[config.mk]
export PLATFORM = sky130hd
export DESIGN_NAME = if_id_stage
export DESIGN_NICKNAME = d
export VERILOG_FILES = /design/src/rtl/if_id_stage.sv
export SDC_FILE = /design/constraint.sdc
export NUM_CORES = 1
export LEC_CHECK = 0
export CORE_MARGIN = 2
export CORE_UTILIZATION = 36
export CTS_BUF_LIST = sky130_fd_sc_hd__clkbuf_16
export DETAILED_ROUTE_END_ITERATION = 7
export HOLD_SLACK_MARGIN = 0.08
export PLACE_DENSITY = 0.82
export SLEW_MARGIN = 30
export SYNTH_ARGS = -nofsm -noshare
export SYNTH_HDL_FRONTEND = slang
export SYNTH_SLANG_ARGS = --single-unit
[constraint.sdc]
create_clock -name clk -period 2 [get_ports clk]
set_input_delay 0.6 -clock clk [delete_from_list [all_inputs] [get_ports clk]]
set_output_delay 0.6 -clock clk [all_outputs]
set_load 0.02 [all_outputs]
[src/rtl/if_id_stage.sv]
// rtl/if_id_stage.sv - IF/ID pipeline register with stall, flush, back-pressure and packed raw immediate.
// Optional build macro IF_ID_ILLEGAL_EN adds a registered out_illegal flag.
module if_id_stage #(
  parameter int          PC_W      = 32,
  parameter logic [31:0] NOP_INSTR = 32'h0000_0013
) (
  input  logic            clk,
  input  logic            rst_n,
  input  logic            in_valid,
  output logic            in_ready,
  input  logic [31:0]     in_instr,
  input  logic [PC_W-1:0] in_pc,
  input  logic            stall,
  input  logic            flush,
  output logic            out_valid,
  input  logic            out_ready,
  output logic [31:0]     out_instr,
  output logic [PC_W-1:0] out_pc,
  output logic [6:0]      out_opcode,
  output logic [31:0]     out_imm_field
`ifdef IF_ID_ILLEGAL_EN
  ,
  output logic            out_illegal
`endif
);

  localparam logic [6:0] OP_I_TYPE = 7'b0010011;
  localparam logic [6:0] OP_I_LOAD = 7'b0000011;
  localparam logic [6:0] OP_JALR   = 7'b1100111;
  localparam logic [6:0] OP_S_TYPE = 7'b0100011;
  localparam logic [6:0] OP_B_TYPE = 7'b1100011;
  localparam logic [6:0] OP_JAL    = 7'b1101111;
  localparam logic [6:0] OP_AUIPC  = 7'b0010111;
  localparam logic [6:0] OP_LUI    = 7'b0110111;
  localparam logic [6:0] OP_R_TYPE = 7'b0110011;

  logic            valid_q, valid_d;
  logic [31:0]     instr_q, instr_d;
  logic [PC_W-1:0] pc_q, pc_d;
  logic            load;

  // Flush forces ready so fetch never waits on a redirect cycle.
  always_comb begin
    in_ready = (!stall && (!valid_q || out_ready)) || flush;
    load     = in_valid && in_ready && !flush;
  end

  always_comb begin
    valid_d = valid_q;
    instr_d = instr_q;
    pc_d    = pc_q;
    if (flush) begin
      valid_d = 1'b0;
      instr_d = NOP_INSTR;
    end else if (stall) begin
      valid_d = valid_q;
    end else if (load) begin
      valid_d = 1'b1;
      instr_d = in_instr;
      pc_d    = in_pc;
    end else if (valid_q && out_ready) begin
      valid_d = 1'b0;
    end
  end

  always_ff @(posedge clk or negedge rst_n) begin
    if (!rst_n) begin
      valid_q <= 1'b0;
      instr_q <= NOP_INSTR;
      pc_q    <= '0;
    end else begin
      valid_q <= valid_d;
      instr_q <= instr_d;
      pc_q    <= pc_d;
    end
  end

  always_comb begin
    out_valid  = valid_q;
    out_instr  = instr_q;
    out_pc     = pc_q;
    out_opcode = instr_q[6:0];
  end

  // Raw fields only; sign extension happens downstream.
  always_comb begin
    out_imm_field = '0;
    unique case (instr_q[6:0])
      OP_I_TYPE, OP_I_LOAD, OP_JALR:
        out_imm_field = {20'b0, instr_q[31:20]};
      OP_S_TYPE:
        out_imm_field = {20'b0, instr_q[31:25], instr_q[11:7]};
      OP_B_TYPE:
        out_imm_field = {20'b0, instr_q[31], instr_q[7], instr_q[30:25], instr_q[11:8]};
      OP_JAL:
        out_imm_field = {12'b0, instr_q[31], instr_q[19:12], instr_q[20], instr_q[30:21]};
      OP_AUIPC, OP_LUI:
        out_imm_field = {12'b0, instr_q[31:12]};
      default:
        out_imm_field = '0;
    endcase
  end

`ifdef IF_ID_ILLEGAL_EN
  logic illegal_q, illegal_d, in_illegal;

  always_comb begin
    unique case (in_instr[6:0])
      OP_I_TYPE, OP_I_LOAD, OP_JALR, OP_S_TYPE, OP_B_TYPE,
      OP_JAL, OP_AUIPC, OP_LUI, OP_R_TYPE: in_illegal = 1'b0;
      default:                             in_illegal = 1'b1;
    endcase
  end

  always_comb begin
    illegal_d = illegal_q;
    if (flush)      illegal_d = 1'b0;
    else if (stall) illegal_d = illegal_q;
    else if (load)  illegal_d = in_illegal;
  end

  always_ff @(posedge clk or negedge rst_n) begin
    if (!rst_n) illegal_q <= 1'b0;
    else        illegal_q <= illegal_d;
  end

  assign out_illegal = illegal_q;
`endif

endmodule

==> results of run 1 <==
[per-layer routing]
| layer | GRT usage | wire length [um] |
|---|---|---|
| met5 | 0 | 0 |
| met4 | 0.0875 | 233 |
| met3 | 0.0843 | 1130 |
| met2 | 0.336 | 4860 |
| met1 | 0.276 | 4520 |
[area by class of cell]
cell class | instances | share of cell area
sequential | 65 | 0.288
clock buffer | 9 | 0.0396
clock inverter | 7 | 0.0110
inverter | 2 | 0.00132
multi-input combinational | 209 | 0.275
timing repair buffer | 217 | 0.361
tap | 108 | 0.0238
[per-stage QoR]
step	setup WS (ns)	total power, mW	setup TNS [ns]	instance area, um2
floorplan	-0.107	2.24	-1.65	3420
global placement	-0.620	2.89	-29.90	5300
detailed placement	-0.673	2.91	-34.34	5300
CTS	-0.591	4.44	-9.89	5680
global route	-0.646	4.61	-11.13	5690
finish	-0.578	4.41	-9.75	5690
[Yosys cell counts, drive strengths merged (3+ instances only)]
cell type  count  area, um2
a32oi          5       43.8
dfrtp         62       1550
mux2          32        473
a22o           7       61.3
nand2         75        282
nor2           6       38.8
a222oi         5       50.1
clkbuf        10       37.5
a21oi         32        164
buf           29        243
mux2i          4       40.0
dfstp          3       78.8
nand3b         4       42.5
o21ai          8       40.0
nand3          4       20.0
[worst reg2reg max path, stage by stage, from the launching register on]
cell	delay [ns]
dfrtp_1	0.40
nor2b_4	0.14
buf_4	0.14
or2_1	0.30
nor2_8	0.16
buf_12	0.20
mux2_4	0.32
[cell families after synthesis]
kind of cell              Yosys count  share of synthesized area
AOI/OAI and AO/OA                  63                      0.123
xor gates and xnor gates            1                    0.00265
buffers and inverters              41                     0.0870
DFF                                65                      0.493
muxes                              36                      0.155
other                               1                    0.00113
and+or+nand+nor                    97                      0.138
[worst paths after layout]
check	startpoint	end	slack (ns)	depth (start not counted)
worst max-delay path	out_instr[4]$_DFFE_PN1P_	out_imm_field[10]	-0.58	6
worst min-delay path	rst_n	out_pc[16]$_DFFE_PN0P_	0.25	1
worst max register to register	out_valid$_DFFE_PN0P_	out_pc[9]$_DFFE_PN0P_	0.23	6
worst min register to register	out_pc[13]$_DFFE_PN0P_	out_pc[13]$_DFFE_PN0P_	0.52	1
max in group asynchronous	rst_n	out_instr[5]$_DFFE_PN0P_	1.19	2
min in group clk	out_pc[13]$_DFFE_PN0P_	out_pc[13]$_DFFE_PN0P_	0.52	1
[flip-flops by register name, indices dropped and copies added, names as in the netlist]
| register | count |
|---|---|
| out_valid | 1 |
| out_pc | 32 |
| out_instr | 32 |
[repair_timing]
item / in CTS / in global routing
endpoints found under the setup margin: 81 / 28
setup buffers: 5 / 1
gates resized for setup: 178 / 13
pin swaps: 22 / 5
cloned: 2 / 0
[layout by cell type (no fill, tap or decap), types with 4 or more instances in the layout]
cell type / instances
clkdlybuf4s50_1: 103
nand2_1: 69
dfrtp_1: 57
buf_4: 48
mux2_4: 30
a21oi_1: 30
dlygate4sd2_1: 27
buf_6: 26
conb_1: 12
clkbuf_16: 9
a22o_1: 7
nand2_2: 6
a222oi_1: 5
dfrtp_2: 5
a32oi_2: 4
mux2i_1: 4
o21ai_2: 4
clkbuf_2: 4
dlymetal6s2s_1: 4
[report_power, final]
| group | switching [mW] | internal (mW) |
|---|---|---|
| Sequential | 0.129 | 1.49 |
| Combinational | 0.577 | 0.712 |
| Clock | 0.554 | 0.950 |
| Total | 1.26 | 3.15 |
==> metrics.md, run 1 <==
| Metric | Value |
|---|---|
| Reg clk slew, reported paths | 0.05 ns |
| Crit Path Class | reg2out |
| Slew @ Worst Pin | 0.554 ns |
| Slew HR | 0.631 |
| LEAKAGE | 2.72 nW |
| Syn_area_per_cell | 10.9 um2 |
| Number of distinct library cells after synthesis | 38 |
| EDFF count, synth | 0 |
| Main flop type after synthesis | dfrtp_1 |
| Crit Path Max Fanout | 4 |
| Tcrit/Tclk final | 1.29 |
| Pin count of the biggest net entering global routing | 35 |
| Hold-fix buffer count after cts | 0 |
| DR WL/cell | 17.4 um |
| Fin cells | 617 |
| Count of input and output buffers | 162 |
| Nets | between 500 and 600 |
| Final hold slack | 0.250 ns |
| Global-route wire length before repair | roughly 17 mm |
| Aggregate global-route resource usage | 0.218 |
| Worst path top cell family by delay | compound AO/OA/AOI/OAI gates |
| Synth warn | 0 |
| Clock Path Buffers | 2 |
| Fmax achieved | 388 MHz |
| # fillers | around 700 |
| Worst setup EP type | primary output |
| Die span in y | between 90 and 100 um |
| Max-Cap Viols | 0 |
| Synthesized area | 0.00331 mm2 |
| Cell count after synthesis | 304 |
| Final setup fails | 20 |
| #FFs+latches synth | 65 |
| Layout area overhead | 71.9% |
| Seq/Total Area, Yosys | 0.493 |
| Hold Violations, Final | 0 |
| CP cell instances | buf_6, a211o_1, a21oi_2, a222oi_1, o21ai_4, buf_6 |
| DRT iter0 DRCs | 118 |
| Ys async rst share | 1.00 |
| Failing checks | negative setup slack |
| Min Tclk post-route | 2.58 ns |
| Initial Util | 0.376 |
| Gpl congestion | 1.01 |
| Pins Over Slew Limit | 0 |
| Initial antenna violation count | 0 |
| Placed cell count | 594 |
| DRC viols | 0 |
| Ports | 175 |
| Util after Layout | 0.646 |
| Via count | 3057 |
| CTS tree | done |
| CP required | about 1.4 ns |
| Worst vdd ir | 0.000608 V |
| Routed vias/inst | approximately 5.0 |
| Fin Clk Skew | 0.00383 ns |
| Antenna Diode Count | 0 |
| CP max-delay cell | dfstp_2 |
| Area of the multi-input gates | 0.00157 mm2 |
| Core area | 0.00881 mm2 |
| Drt total wl | between 10 and 15 mm |
| CTS root buf | clkbuf_16 |
| DPL Wire Length | 7.97 mm |
| Total gr overflow | 0 |
| Status | finished with violations |
| CTS buffer count | 9 |
| Worst setup SP type | register |
| FP Rows | 34 |
| Sequential cell area | about 0.0016 mm2 |
| Worst min-delay path category | in2async |
| Vias in the first global route | 3123 |
| Antenna Nets Post-Route | 0 |
| H-tree levels | 3 |
| Final worst slack | -0.578 ns |
| Unrepaired setup endpoints after global routing | yes |
| Clock Latency Late Sink | between 0.3 and 0.4 ns |
| Sink Count | 65 |
| Buf/Inv on CP | 2 |
| DIE AREA | 0.00997 mm2 |
| Drt first pass iters | 4 |
| CP arrival | 1.98 ns |
| PD cells | 775 mW/mm2 |
| Die X | approximately 100 um |
| CP max stage delay | 0.56 ns |
| Share of cells above drive strength 1 | 0.324 |
| Most frequent cell on the critical path | buf_6 |
(Power assumes the default switching activity.)
==> run 2, diff against run 1 <==
- CORE_UTILIZATION: 36 -> 57
- CTS_CLUSTER_SIZE: default -> 40
- DONT_BUFFER_PORTS: default -> 1
- PLACE_DENSITY: 0.82 -> 0.8
==> run 2 against run 1 <==
- the flow finishes with violations (negative hold slack, negative setup slack)
- first-iteration DRC count grew 47%
- critical path depth shrank 2
- die area decreased by 36%
- via count is 22% lower
- hold slack got worse by 0.27 ns
- maximum frequency grew 3.5%
- utilization grew 6.3 points
- combinational power down 59%
- non-clock buffer count is 180 lower
- worst setup slack improved by 0.088 ns
- routed wire length fell by 22%
- critical endpoint is now out_imm_field[1]
- largest power group unchanged
- highest routed layer unchanged
==> metrics.md, run 2 (synthesis results as in run 1) <==
| Metric | Value |
|---|---|
| Status | finished with violations |
| Failing checks | negative hold slack, negative setup slack |
| R2R depth | 5 |
| Initial antenna violation count | 0 |
| Worst setup EP type | primary output |
| CTS tree | done |
| Ports | 175 |
| Hold Violations, Final | 62 |
| CP required | roughly 1.4 ns |
| Crit Path Class | reg2out |
| DP Area | between 0.003 and 0.004 mm2 |
| Final hold slack | -0.0198 ns |
| Final setup fails | 20 |
| Antenna Diode Count | 0 |
| Aggregate global-route resource usage | 0.259 |
| Min Tclk post-route | 2.49 ns |
| Fin area | between 0.003 and 0.004 mm2 |
| Pins Over Slew Limit | 0 |
| Worst vdd ir | 0.000750 V |
| Clock Latency Late Sink | 0.31 ns |
| PD cells | 964 mW/mm2 |
| Worst min-delay path category | in2async |
| DPL Wire Length | 6.09 mm |
| Clock Path Buffers | 2 |
| Fmax achieved | 402 MHz |
| Gpl congestion | 0.909 |
| CTS buffer count | 9 |
| Vias in the first global route | roughly 2400 |
| Layout area overhead | 18.7% |
| Crit. Startpoint | out_instr[4]$_DFFE_PN1P_ |
| Final worst slack | -0.490 ns |
| DR WL/cell | a little over 20 um |
| Initial Util | 0.597 |
| Share of cells above drive strength 1 | 0.368 |
| Max-Cap Viols | 0 |
| Crit Path Max Fanout | 5 |
| Routed vias/inst | between 5 and 6 |
| FF-to-FF End | out_pc[0]$_DFFE_PN0P_ |
| Die span in y | 80.2 um |
| Pin count of the biggest net entering global routing | 66 |
| CTS root buf | clkbuf_16 |
| End point of the critical path | out_imm_field[1] |
| LEAKAGE | between 1.5 and 2 nW |
| Worst setup SP type | register |
| Most common cell after layout, fill and taps aside | nand2_1 |
| Nets | 394 |
| Pwr Total | 3.78 mW |
| CP arrival | 1.89 ns |
| FP Rows | 27 |
| DRC viols | 0 |
| Util after Layout | 0.709 |
| Placed cell count | 384 |
| Slew @ Worst Pin | 0.508 ns |
| Tcrit/Tclk final | 1.24 |
| Core area | around 0.0055 mm2 |
| Reg clk slew, reported paths | 0.05 ns |
| Fin Clk Skew | 0.00411 ns |
| Global-route wire length before repair | 12.4 mm |
| Fin cells | 401 |
| Die X | between 80 and 90 um |
| Antenna Nets Post-Route | 0 |
| Most frequent cells in the layout | 70 x nand2_1, 60 x dfrtp_1, 33 x buf_4 |
| DRT iter0 DRCs | 173 |
| Drt total wl | approximately 8.3 mm |
| RR Startpoint | out_valid$_DFFE_PN0P_ |
| Count of input and output buffers | 0 |
| Slew HR | 0.661 |
| Drt first pass iters | 5 |
| Unrepaired setup endpoints after global routing | yes |
| DIE AREA | 0.00643 mm2 |
| H-tree levels | 3 |
| Total gr overflow | 0 |
| R2r setup slk | 0.23 ns |
| Via count | ~2400 |
| Sink Count | 65 |
-- run 2: area by class of cell --
cell class / instances / area (um2)
repair buffers: 37 / 310
fillers: 397 / 1610
well taps: 72 / 90.1
multi-input cells: 209 / 1610
flip-flops and latches: 65 / 1630
inverters: 2 / 7.51
clock buffers: 9 / 225
clock inverters: 7 / 53.8
-- run 2: timing repair --
item | in CTS | in global routing
buffers inserted | 1 | 0
endpoints found under the setup margin | 20 | 20
gates resized for setup | 12 | 8
hold endpoints to repair | 62 | 62
pin swaps | 12 | 4
-- run 2: routing by layer --
layer  GRT usage  wire length (um)  up-vias
met5           0                 0        -
met4       0.114               183        0
met3       0.131              1150       18
met2       0.418              4130      174
met1       0.286              2870     1144
li1            -                 -     1060
-- run 2: where the power goes --
part | switching [mW] | internal, mW
sequential | 0.336 | 1.49
clock | 0.493 | 0.938
combinational | 0.245 | 0.286
-- run 2: metrics by stage --
stage	TNS, ns	worst slack [ns]
after global routing	-9.51	-0.538
after global placement	-0.714	-0.0790
after floorplan	-1.65	-0.107
final	-8.31	-0.490
after detailed placement	-1.38	-0.123
after CTS	-7.99	-0.435
-- run 2: how the worst min path moves through the flow --
stage | startpoint | to | depth (start not counted)
floorplan | rst_n | out_instr[10]$_DFFE_PN0P_ | 0
CTS | rst_n | out_instr[23]$_DFFE_PN0P_ | 0
detailed placement | rst_n | out_instr[10]$_DFFE_PN0P_ | 0
finish | rst_n | out_instr[6]$_DFFE_PN0P_ | 0
global route | rst_n | out_instr[6]$_DFFE_PN0P_ | 0
global placement | rst_n | out_instr[10]$_DFFE_PN0P_ | 0
-- run 2: critical path, cell delays in order (launching register included) --
cell	delay [ns]
dfstp_2	0.57
nand4b_1	0.23
a21oi_4	0.11
a222oi_1	0.47
o21ai_2	0.20
==> run 3, diff against run 2 <==
- ABC_CLOCK_PERIOD_IN_PS: default -> 2000
- GPL_TIMING_DRIVEN: default -> 0
- RECOVER_POWER: default -> 25
==> run 3 against run 2 <==
- cell count up 2.7%
- largest power group is now clock
- flip-flop and latch count did not move
- sequential share of layout area shrank 2.3 points
- first-iteration DRC count grew 17%
- final area up 6.0%
- clock-buffer cell count did not move
- the flow still finishes with violations (negative hold slack, negative setup slack)
- via count rose by 7.3%
- maximum frequency fell by 9.3%
- hold slack got worse by 0.017 ns
- critical path depth is the same
==> metrics.md, run 3 (synthesis results as in run 1) <==
| Metric | Value |
|---|---|
| Status | finished with violations |
| Failing checks | negative hold slack, negative setup slack |
| Sink Count | 65 |
| Initial antenna violation count | 0 |
| Setup TNS | -12.42 ns |
| Die X | 80.2 um |
| Fmax achieved | 364 MHz |
| DR WL/cell | 23.0 um |
| DIE AREA | 0.00643 mm2 |
| Hold Violations, Final | just over 60 |
| Crit Path Class | reg2out |
| Initial Util | 0.597 |
| LEAKAGE | 1.88 nW |
| Crit Path Max Fanout | 8 |
| Pins Over Slew Limit | 0 |
| Antenna Nets Post-Route | 0 |
| Drt first pass iters | 7 |
| CP cell instances | nand4b_1, nor2_4, a222oi_1, o21ai_4 |
| H-tree levels | 3 |
| CTS root buf | clkbuf_16 |
| CP required | between 1 and 1.5 ns |
| RR Startpoint | out_valid$_DFFE_PN0P_ |
| Final hold slack | -0.0371 ns |
| Via count | 2570 |
| CP arrival | about 2.2 ns |
| DRT iter0 DRCs | 202 |
| Antenna Diode Count | 0 |
| Die span in y | 80.2 um |
| Max-Cap Viols | 0 |
| Clock Latency Late Sink | 0.33 ns |
| Worst setup SP type | register |
| CP max stage delay | around 0.7 ns |
| Worst vdd ir | 0.000884 V |
| Most common cell after layout, fill and taps aside | nand2_1 |
| CTS buffer count | 9 |
| Routed vias/inst | 6.24 |
| Vias in the first global route | 2358 |
| CTS tree | done |
| Slew @ Worst Pin | 0.640 ns |
| R2r setup slk | 0.22 ns |
| DRC viols | 0 |
| Drt total wl | 9.46 mm |
| Share of cells above drive strength 1 | 0.374 |
| Worst setup EP type | primary output |
| Pin count of the biggest net entering global routing | 66 |
| Most frequent cells in the layout | 70 x nand2_1, 58 x dfrtp_1, 30 x mux2_4, 30 x a21oi_1, 26 x buf_4 |
| Count of input and output buffers | 0 |
| Ports | 175 |
| Total gr overflow | 0 |
| Tcrit/Tclk final | 1.37 |
| Layout area overhead | 25.8% |
| Worst min-delay path category | in2async |
| Unrepaired setup endpoints after global routing | yes |
| Gpl congestion | just under 0.8 |
| Aggregate global-route resource usage | 0.264 |
| Crit. Startpoint | out_instr[4]$_DFFE_PN1P_ |
| FP Rows | 27 |
| Final setup fails | 20 |
| Clock Path Buffers | 2 |
| Reg clk slew, reported paths | approximately 0.060 ns |
| DPL Wire Length | 6.02 mm |
| Fin Clk Skew | ~0.0041 ns |
| PD cells | 1040 mW/mm2 |
| R2R depth | 6 |
| Slew HR | 0.573 |
| Pwr Total | 4.32 mW |
| Global-route wire length before repair | around 13 mm |
| Min Tclk post-route | 2.75 ns |
| Core area | around 0.0055 mm2 |
| Fin area | 0.00416 mm2 |
| Nets | approximately 400 |
| DP Area | around 0.0035 mm2 |
| Final worst slack | -0.746 ns |
| CP max-delay cell | dfstp_2 |
[run 3: report_power, final]
group | total (mW) | internal [mW] | switching (mW)
clock network | 1.94 | 1.35 | 0.592
logic | 0.528 | 0.294 | 0.233
registers | 1.86 | 1.48 | 0.374
total | 4.32 | 3.12 | 1.20
[run 3: per-stage QoR]
step | utilization | worst slack [ns] | std cells
2_1_floorplan | - | -0.107 | 315
3_3_place_gp | 0.634 | -0.291 | 387
3_5_place_dp | 0.634 | -0.304 | 387
4_1_cts | 0.715 | -0.603 | 407
5_1_grt | 0.751 | -0.824 | 412
6_report | 0.751 | -0.746 | 412
[run 3: layout make-up]
type                       instances  area [um2]
buffer                            39         308
timing repair buffer               9        96.3
inverter                           2        7.51
multi-input combinational        209        1660
clock buffer                       9         225
sequential                        65        1640
fill                             381        1380
tap                               72        90.1
clock inverter                     7         143
[run 3: critical path, delay by kind of cell (launching register included)]
family,cells,cell delay (ns)
AND/OR/NAND/NOR,2,0.42
AO/OA/AOI/OAI,2,0.72
flip-flops,1,0.68
[run 3: timing repair]
action,4_1_cts,5_1_grt
gates resized for setup,15,30
hold endpoints to repair,62,62
cloned,1,1
buffers inserted,3,4
pin swaps,6,11
endpoints found under the setup margin,20,20
[run 3: final timing paths]
kind / end
setup / recovery: out_imm_field[10]
hold / removal: out_instr[2]$_DFFE_PN0P_
setup reg to reg: out_pc[22]$_DFFE_PN0P_
hold reg to reg: out_instr[0]$_DFFE_PN1P_
max in group asynchronous: out_instr[0]$_DFFE_PN1P_
min in group clk: out_instr[1]$_DFFE_PN1P_
[run 3: metal layers]
| layer | share of wire | wire length [um] | GRT usage |
|---|---|---|---|
| met1 | 0.35 | 3310 | 0.314 |
| met4 | 0.038 | 359 | 0.134 |
| met3 | 0.13 | 1220 | 0.129 |
| met2 | 0.48 | 4570 | 0.395 |
| met5 | 0 | 0 | 0 |
